===== config.mk =====
export PLATFORM = sky130hd
export DESIGN_NAME = axi_rd_arbiter
export DESIGN_NICKNAME = d
export VERILOG_FILES = /design/src/rtl/axi_rd_arbiter.sv
export SDC_FILE = /design/constraint.sdc
export NUM_CORES = 1
export LEC_CHECK = 0
export BUFFER_PORTS_ARGS = -buffer_cell sky130_fd_sc_hd__buf_4
export CAP_MARGIN = 30
export CELL_PAD_IN_SITES_DETAIL_PLACEMENT = 1
export CELL_PAD_IN_SITES_GLOBAL_PLACEMENT = 1
export CORE_MARGIN = 8
export CORE_UTILIZATION = 24
export DETAILED_ROUTE_END_ITERATION = 10
export HOLD_SLACK_MARGIN = 0.06
export PLACE_DENSITY = 0.76
export SYNTH_ARGS = -nofsm -noshare
export SYNTH_HDL_FRONTEND = slang
export SYNTH_SLANG_ARGS = --single-unit

===== constraint.sdc =====
create_clock -name clock -period 1.6 [get_ports clock]
set_clock_uncertainty 0.2 [all_clocks]
set_input_delay 0.16 -clock clock [delete_from_list [all_inputs] [get_ports clock]]
set_output_delay 0.16 -clock clock [all_outputs]
set_load 0.1 [all_outputs]

===== src/rtl/axi_rd_arbiter.sv =====
`default_nettype none
// ============================================================================
// Module   : axi_rd_arbiter
// Purpose  : Shares one AXI4-lite read port (AR/R) of a memory slave between
//            two read masters (m0 = IFU, m1 = LSU load path). Only one read
//            is outstanding at a time. Grant is round-robin or fixed priority.
//            An optional response timeout answers the master with SLVERR and
//            later drains the slave's late beat.
// Ports    : clock, reset            - clock, synchronous active-high reset
//            m_arvalid/m_arready     - per-master AR handshake (bit i = master i)
//            m_araddr/m_arsize       - {m1, m0} AR address / size
//            m_rvalid/m_rready       - per-master R handshake
//            m_rdata/m_rresp         - R data / response, broadcast
//            s_ar*/s_r*              - slave-side AR and R channels
//            grant                   - index of the owning master (debug)
// Revision : 1.0 - initial release
// ============================================================================
module axi_rd_arbiter #(
   parameter int RR_EN   = 1,
   parameter int TIMEOUT = 255,
   parameter int CNT_W   = 8
) (
   input  logic        clock,
   input  logic        reset,
   input  logic [1:0]  m_arvalid,
   output logic [1:0]  m_arready,
   input  logic [63:0] m_araddr,
   input  logic [5:0]  m_arsize,
   output logic [1:0]  m_rvalid,
   input  logic [1:0]  m_rready,
   output logic [31:0] m_rdata,
   output logic [1:0]  m_rresp,
   output logic        s_arvalid,
   input  logic        s_arready,
   output logic [31:0] s_araddr,
   output logic [2:0]  s_arsize,
   input  logic        s_rvalid,
   output logic        s_rready,
   input  logic [31:0] s_rdata,
   input  logic [1:0]  s_rresp,
   output logic        grant
);

   typedef enum logic [2:0] {
      S_IDLE  = 3'd0,
      S_ADDR  = 3'd1,
      S_DATA  = 3'd2,
      S_ERR   = 3'd3,
      S_DRAIN = 3'd4
   } state_t;

   localparam logic [1:0]       c_RESP_OKAY   = 2'b00;
   localparam logic [1:0]       c_RESP_SLVERR = 2'b10;
   localparam bit               c_TO_EN       = (TIMEOUT != 0);
   // Counter value on the last empty DATA cycle before the timeout fires;
   // the increment on that cycle is what makes cnt reach TIMEOUT.
   localparam logic [CNT_W-1:0] c_TO_LAST     = CNT_W'(TIMEOUT - 1);
   localparam logic [CNT_W-1:0] c_CNT_ONE     = CNT_W'(1);

   state_t           r_state;
   state_t           w_state_nxt;
   logic             r_last;
   logic             r_grant;
   logic [CNT_W-1:0] r_cnt;
   logic [31:0]      r_addr;
   logic [2:0]       r_size;

   logic             w_winner;
   logic             w_any_req;
   logic             w_ar_hs;
   logic             w_last_upd;
   logic             w_cnt_clr;
   logic             w_cnt_inc;

   // Winner selection: a sole requester always wins; on a tie round-robin
   // favours the master that did not complete last, fixed priority picks m0.
   always_comb begin
      w_any_req = |m_arvalid;
      if (m_arvalid == 2'b11) begin
         w_winner = (RR_EN != 0) ? ~r_last : 1'b0;
      end else begin
         w_winner = m_arvalid[1];
      end
   end

   always_comb begin
      w_state_nxt = r_state;
      m_arready   = 2'b00;
      m_rvalid    = 2'b00;
      m_rdata     = 32'd0;
      m_rresp     = c_RESP_OKAY;
      s_arvalid   = 1'b0;
      s_rready    = 1'b0;
      w_ar_hs     = 1'b0;
      w_last_upd  = 1'b0;
      w_cnt_clr   = 1'b0;
      w_cnt_inc   = 1'b0;
      case (r_state)
         S_IDLE: begin
            // The winner is by construction asserting arvalid, so its
            // ready doubles as the handshake.
            if (w_any_req) begin
               m_arready[w_winner] = 1'b1;
               w_ar_hs             = 1'b1;
               w_state_nxt         = S_ADDR;
            end
         end
         S_ADDR: begin
            s_arvalid = 1'b1;
            if (s_arready) begin
               w_cnt_clr   = 1'b1;
               w_state_nxt = S_DATA;
            end
         end
         S_DATA: begin
            m_rvalid[r_grant] = s_rvalid;
            s_rready          = m_rready[r_grant];
            m_rdata           = s_rdata;
            m_rresp           = s_rresp;
            if (s_rvalid && m_rready[r_grant]) begin
               w_last_upd  = 1'b1;
               w_state_nxt = S_IDLE;
            end else if (!s_rvalid) begin
               // A beat held by master backpressure never counts as waiting.
               w_cnt_inc = 1'b1;
               if (c_TO_EN && (r_cnt == c_TO_LAST)) begin
                  w_state_nxt = S_ERR;
               end
            end
         end
         S_ERR: begin
            m_rvalid[r_grant] = 1'b1;
            m_rresp           = c_RESP_SLVERR;
            if (m_rready[r_grant]) begin
               w_last_upd  = 1'b1;
               w_state_nxt = S_DRAIN;
            end
         end
         S_DRAIN: begin
            // The slave still owes one beat; swallow it so it never
            // reaches a master.
            s_rready = 1'b1;
            if (s_rvalid) begin
               w_state_nxt = S_IDLE;
            end
         end
         default: begin
            w_state_nxt = S_IDLE;
         end
      endcase
   end

   always_ff @(posedge clock) begin
      if (reset) begin
         r_state <= S_IDLE;
         r_last  <= 1'b1;
         r_grant <= 1'b0;
         r_cnt   <= '0;
         r_addr  <= 32'd0;
         r_size  <= 3'd0;
      end else begin
         r_state <= w_state_nxt;
         if (w_ar_hs) begin
            r_grant <= w_winner;
            r_addr  <= w_winner ? m_araddr[63:32] : m_araddr[31:0];
            r_size  <= w_winner ? m_arsize[5:3]   : m_arsize[2:0];
         end
         if (w_last_upd) begin
            r_last <= r_grant;
         end
         if (w_cnt_clr) begin
            r_cnt <= '0;
         end else if (w_cnt_inc) begin
            r_cnt <= r_cnt + c_CNT_ONE;
         end
      end
   end

   assign s_araddr = r_addr;
   assign s_arsize = r_size;
   assign grant    = r_grant;

endmodule
`default_nettype wire

Word-level counts from Yosys, hierarchy flattened
Index checks and enable logic that the tools add are counted.

Flip-flop bits (word level): 48. Output and inout bits: 76.

Add/sub/neg operators: 1. Magnitude comparators: 4. Equal/unequal tests: 12. Mux-type cells: 34. Bitwise gates (word level): 2. Reduce and logical (&&, ||, !) cells: 7.

Operator list (count): 2-to-1 mux 32 bit (2); 2-to-1 mux 3 bit (8); 2-to-1 mux 1 bit (15); case mux 3 bit (5 select lines) (1); adder 8 x 1 -> 8 bit, second input constant (1); equality test 8 bit, second input constant (1); inequality test 2 bit, second input constant (4); case mux 2 bit (2 select lines) (2); equality test 3 x 2 -> 1 bit, second input constant (2); inequality test 3 bit, second input constant (2); AND reduction 6 bit (1); < comparator 1 x 2 -> 1 bit, second input constant (2); 2-to-1 mux 2 bit (2); case mux 1 bit (2 select lines) (2); OR reduction 2 bit (2); equality test 3 x 1 -> 1 bit, second input constant (1); equality test 3 bit, second input constant (1); logical AND 1 bit (3); logical NOT 3 bit (1); bitwise AND 2 bit (1); demux 1 bit (select 1 bit) (2); equality test 2 bit, second input constant (1); >= comparator 1 bit, second input constant (2); inverter 1 bit (1).

Depth between registers and ports, before layout
Word-level depth: 8. Gate-level depth with buffers: 6.

Worst setup path before layout
OpenSTA, ideal clock, no wires.

Path type: flip-flop to flip-flop. Start: reg r_state[0]. End: reg r_cnt[1]. Arrival time: 3.188 ns. Path slack: -1.930 ns. Cell stages (with the launch flop): 6. Path buffers: 1. Clock period less this slack: 3.530 ns. Path through: dfxtp_1 buf_6 inv_1 nor3_1 a21o_1 a211oi_1.

Word-level cells in the longest chain between the ends: 3. Elaborated cells on any way between the ends: 5. Those cells by class: eq/ne: 2; mux: 2; reduce/logical: 1.

RTL lines: start: declaration (RTL line 60) `state_t r_state;`; start signal: assignment (RTL line 162) `r_state <= w_state_nxt;`; equality test 3 x 1 -> 1 bit (RTL line 98) `case (r_state)`; 2-to-1 mux 1 bit (RTL line 98); OR reduction 2 bit (no source line); end signal: assignment (RTL line 174) `r_cnt <= r_cnt + c_CNT_ONE;`; end: declaration (RTL line 64) `logic [CNT_W-1:0] r_cnt;`.

Parallel ways exist; a longest one is shown, timed or not. A chain may end at the register's enable or synchronous reset.

Worst setup path after layout
Start: reg r_state[1]. End: out m_rdata[20].

Word-level cells in the longest chain between the ends: 2.

RTL lines: equality test 3 x 2 -> 1 bit (RTL line 98); 2-to-1 mux 32 bit (RTL line 98); end: declaration (RTL line 31) `output logic [31:0] m_rdata,`.

No other way between the ends.

==> summary.md <==
| Metric | Value |
|---|---|
| I/O Pins | `188` |
| Status | `complete, but fails checks` |
| Synth cell types | `42` |
| Critical path class | `reg2out` |
| Initial antenna violation count | `3` |
| DRT iter0 DRCs | `109` |
| Delay-heaviest family, CP | `buffers and inverters` |
| Worst path required time | `1240 ps` |
| Met2 wire length | `9010 µm` |
| CTS tree | `yes` |
| Num CTS Buffers | `5` |
| Design area | `6280 µm²` |
| Clk slew on worst S/H paths | `90 ps` |
| First drt pass iteration count | `4` |
| Highest metal layer with signal wires | `met4` |
| Cell chain of the critical path | `buf_6 -> nand2b_4 -> nor2_4 -> buf_12 -> and2_4 -> buf_12` |
| Initial Util | `0.244` |
| Cell area after synthesis | `2490 µm²` |
| Share of cells above drive strength 1 | `0.537` |
| Max_cap viols | `0` |
| Nets | `735` |
| Pins over their slew limit | `0` |
| Cell Pwr Density | `1820 nW/µm²` |
| Most frequent CP cell | `buf_12` |
| Synth Area per Inst | `7.78 µm²` |
| Placed Area | `4420 µm²` |
| Clock Path Buffers | `2` |
| GRT Overall Usage | `0.232` |
| Root buffer cell | `clkbuf_8` |
| Top-area cell type share of the netlist area | `0.386` |
| Min cycle time layout | `1920 ps` |
| M1 wire length | `6180 µm` |
| Endpoint class of the critical path | `output port` |
| Gate Count Post-Synth | `320` |
| First-pass GRT wire length | `25,600 µm` |
| WL final | `16,500 µm` |
| Post-synth top area cell | `dfxtp_1` |
| Placer congestion estimate | `0.776` |
| Fmax | `520 MHz` |
| Die area | `13,900 µm²` |
| Number of global-route vias before repair | `4,320` |
| Slowest CP cell | `dfxtp_4` |
| CP Launch Type | `flop` |
| Async set or reset register ratio after synthesis | `0` |
| LEAKAGE | `0.00283 µW` |
| H-Tree Depth | `2` |
| Drt wl/cell | `21.7 µm` |
| DRC Markers | `0` |
| Filler Cell Count | `1,121` |
| Final setup fails | `86` |
| Worst-Margin Slew | `336 ps` |
| Sequential-to-total area share from yosys stat | `0.386` |
| FF+latch count, synth | `48` |
| Core area | `10,200 µm²` |
| DRT antenna net count | `0` |
| Post-Syn Nets | `434` |
| EDFF count, synth | `0` |
| Clk Latency, worst-skew pair | `300 ps` |
| Final worst slack | `-322 ps` |
| Core Rows | `37` |
| Chip Width | `118 µm` |
| Placed wire-length estimate | `9280 µm` |
| Final Hold Viols | `0` |
| Clock sinks | `48` |
| Synth warn | `0` |
| Hold crit path type | `in2reg` |
| Worst-path maximum fanout | `16` |
| Layout overhead on the synthesized area | `152%` |
| Via count | `3,666` |
| Setup repair after global routing missed its margin | `yes` |
| Tcrit/Tclk final | `1.20` |
| Max_slew headroom | `0.775` |
| Die Y | `118 µm` |
| Gr ovfl total | `0` |
| Top cells by area in the synthesized netlist | `dfxtp_1 39%, a311oi_1 12%, nand2_1 11%` |
| Largest stage delay on the critical path | `380 ps` |
| Largest net degree at the start of global routing | `25` |
| Port Buf Inserts | `187` |
| IR drop worst, VDD | `0.881 mV` |
| Worst path bufs/invs | `3` |
| Vias per cell | `4.82` |
| Metal3 WL | `869 µm` |
| Main synth FF type | `dfxtp_1` |
| Failing checks | `setup timing` |
| Setup Total Neg Slack | `-18,830 ps` |
| Crit path arrival time | `1560 ps` |
where the power goes:
| group | leakage (µW) | switching (µW) | total (µW) | internal, µW |
|---|---|---|---|---|
| registers | 0.000399 | 245 | 1830 | 1580 |
| clock network | 0.0000510 | 415 | 761 | 346 |
| logic | 0.00238 | 5760 | 8840 | 3080 |
sequential cells by signal, summed over array words and instances, names as in the netlist:
name / cells
grant: 1
r_cnt: 8
r_last: 1
r_state: 3
s_araddr: 32
s_arsize: 3
final timing paths:
path,from,endpoint,slack (ps),cells after the start
min reg2reg,s_araddr[12],s_araddr[12],300,2
max,r_state[1],m_rdata[20],-320,6
min,s_rvalid,r_cnt[3],170,5
max reg2reg,r_state[1],r_state[2],-290,6
cell families after synthesis:
| family | synth area share |
|---|---|
| adder cells (fa/ha/maj) | 0.0100 |
| multiplexers | 0.00854 |
| AO/OA/AOI/OAI | 0.174 |
| buffers and inverters | 0.0472 |
| flip-flops | 0.386 |
| AND/OR/NAND/NOR | 0.349 |
| XOR/XNOR | 0.0246 |
synth_stat cells (all sizes together), types with 2 or more instances:
cell type / instances
or3: 2
a21oi: 5
xnor2: 5
a21boi: 2
nor2: 51
ha: 2
nand2b: 3
xor2: 2
a22oi: 2
nor3b: 2
dfxtp: 48
nand2: 71
nand3: 5
and2: 36
inv: 3
buf: 9
nor3: 4
a221oi: 2
clkbuf: 15
a311oi: 33
through the flow:
| stage | hold slack, ps | setup slack [ps] | total power, µW | std cells | utilization |
|---|---|---|---|---|---|
| 2_1_floorplan | 112 | -388 | 7040 | 320 | - |
| 3_3_place_gp | 219 | -123 | 8630 | 649 | 0.434 |
| 3_5_place_dp | 224 | -170 | 8740 | 649 | 0.434 |
| 4_1_cts | 170 | -310 | 11200 | 753 | 0.607 |
| 5_1_grt | 169 | -385 | 11800 | 761 | 0.616 |
| 6_report | 166 | -322 | 11400 | 761 | 0.616 |
layout by cell type, fill, tap and decap left out, types with 6 or more instances in the layout:
cell,netlist,final
a311oi_1,33,31
clkbuf_8,0,6
dlygate4sd3_1,0,73
and2_4,0,36
buf_6,1,12
nand2_1,71,68
nor2_1,50,42
nor2_4,0,7
buf_4,0,182
dfxtp_1,48,44
buf_12,0,45
tightest hold or removal path: cells and delay by family:
kind / cells / cell delay [ps]
simple gates: 3 / 260
xor+xnor: 1 / 120
buf+inv: 1 / 90
layout make-up:
type	instances	area, µm²	share of cell area
antenna	3	7.51	0.00120
clock buffer	6	82.6	0.0132
clock inverter	2	10.0	0.00159
inverter	3	13.8	0.00219
multi-input combinational	245	1720	0.274
sequential	48	976	0.156
tap	136	170	0.0271
timing repair buffer	318	3300	0.525
metal layers:
| metal | track usage | up-vias |
|---|---|---|
| met4 | 0.0921 | 0 |
| met5 | 0 | - |
| met2 | 0.444 | 157 |
| li1 | - | 1705 |
| met3 | 0.0537 | 26 |
| met1 | 0.236 | 1778 |
repair_timing:
| item | CTS | global route |
|---|---|---|
| setup buffers | 16 | 8 |
| hold buffers | 73 | 0 |
| pin swaps | 24 | 31 |
| cloned | 7 | 0 |
| setup endpoints to repair | 86 | 88 |
| gates resized for setup | 153 | 25 |
| hold endpoints to repair | 40 | 0 |
No activity file was read; power rests on OpenSTA's default activity.
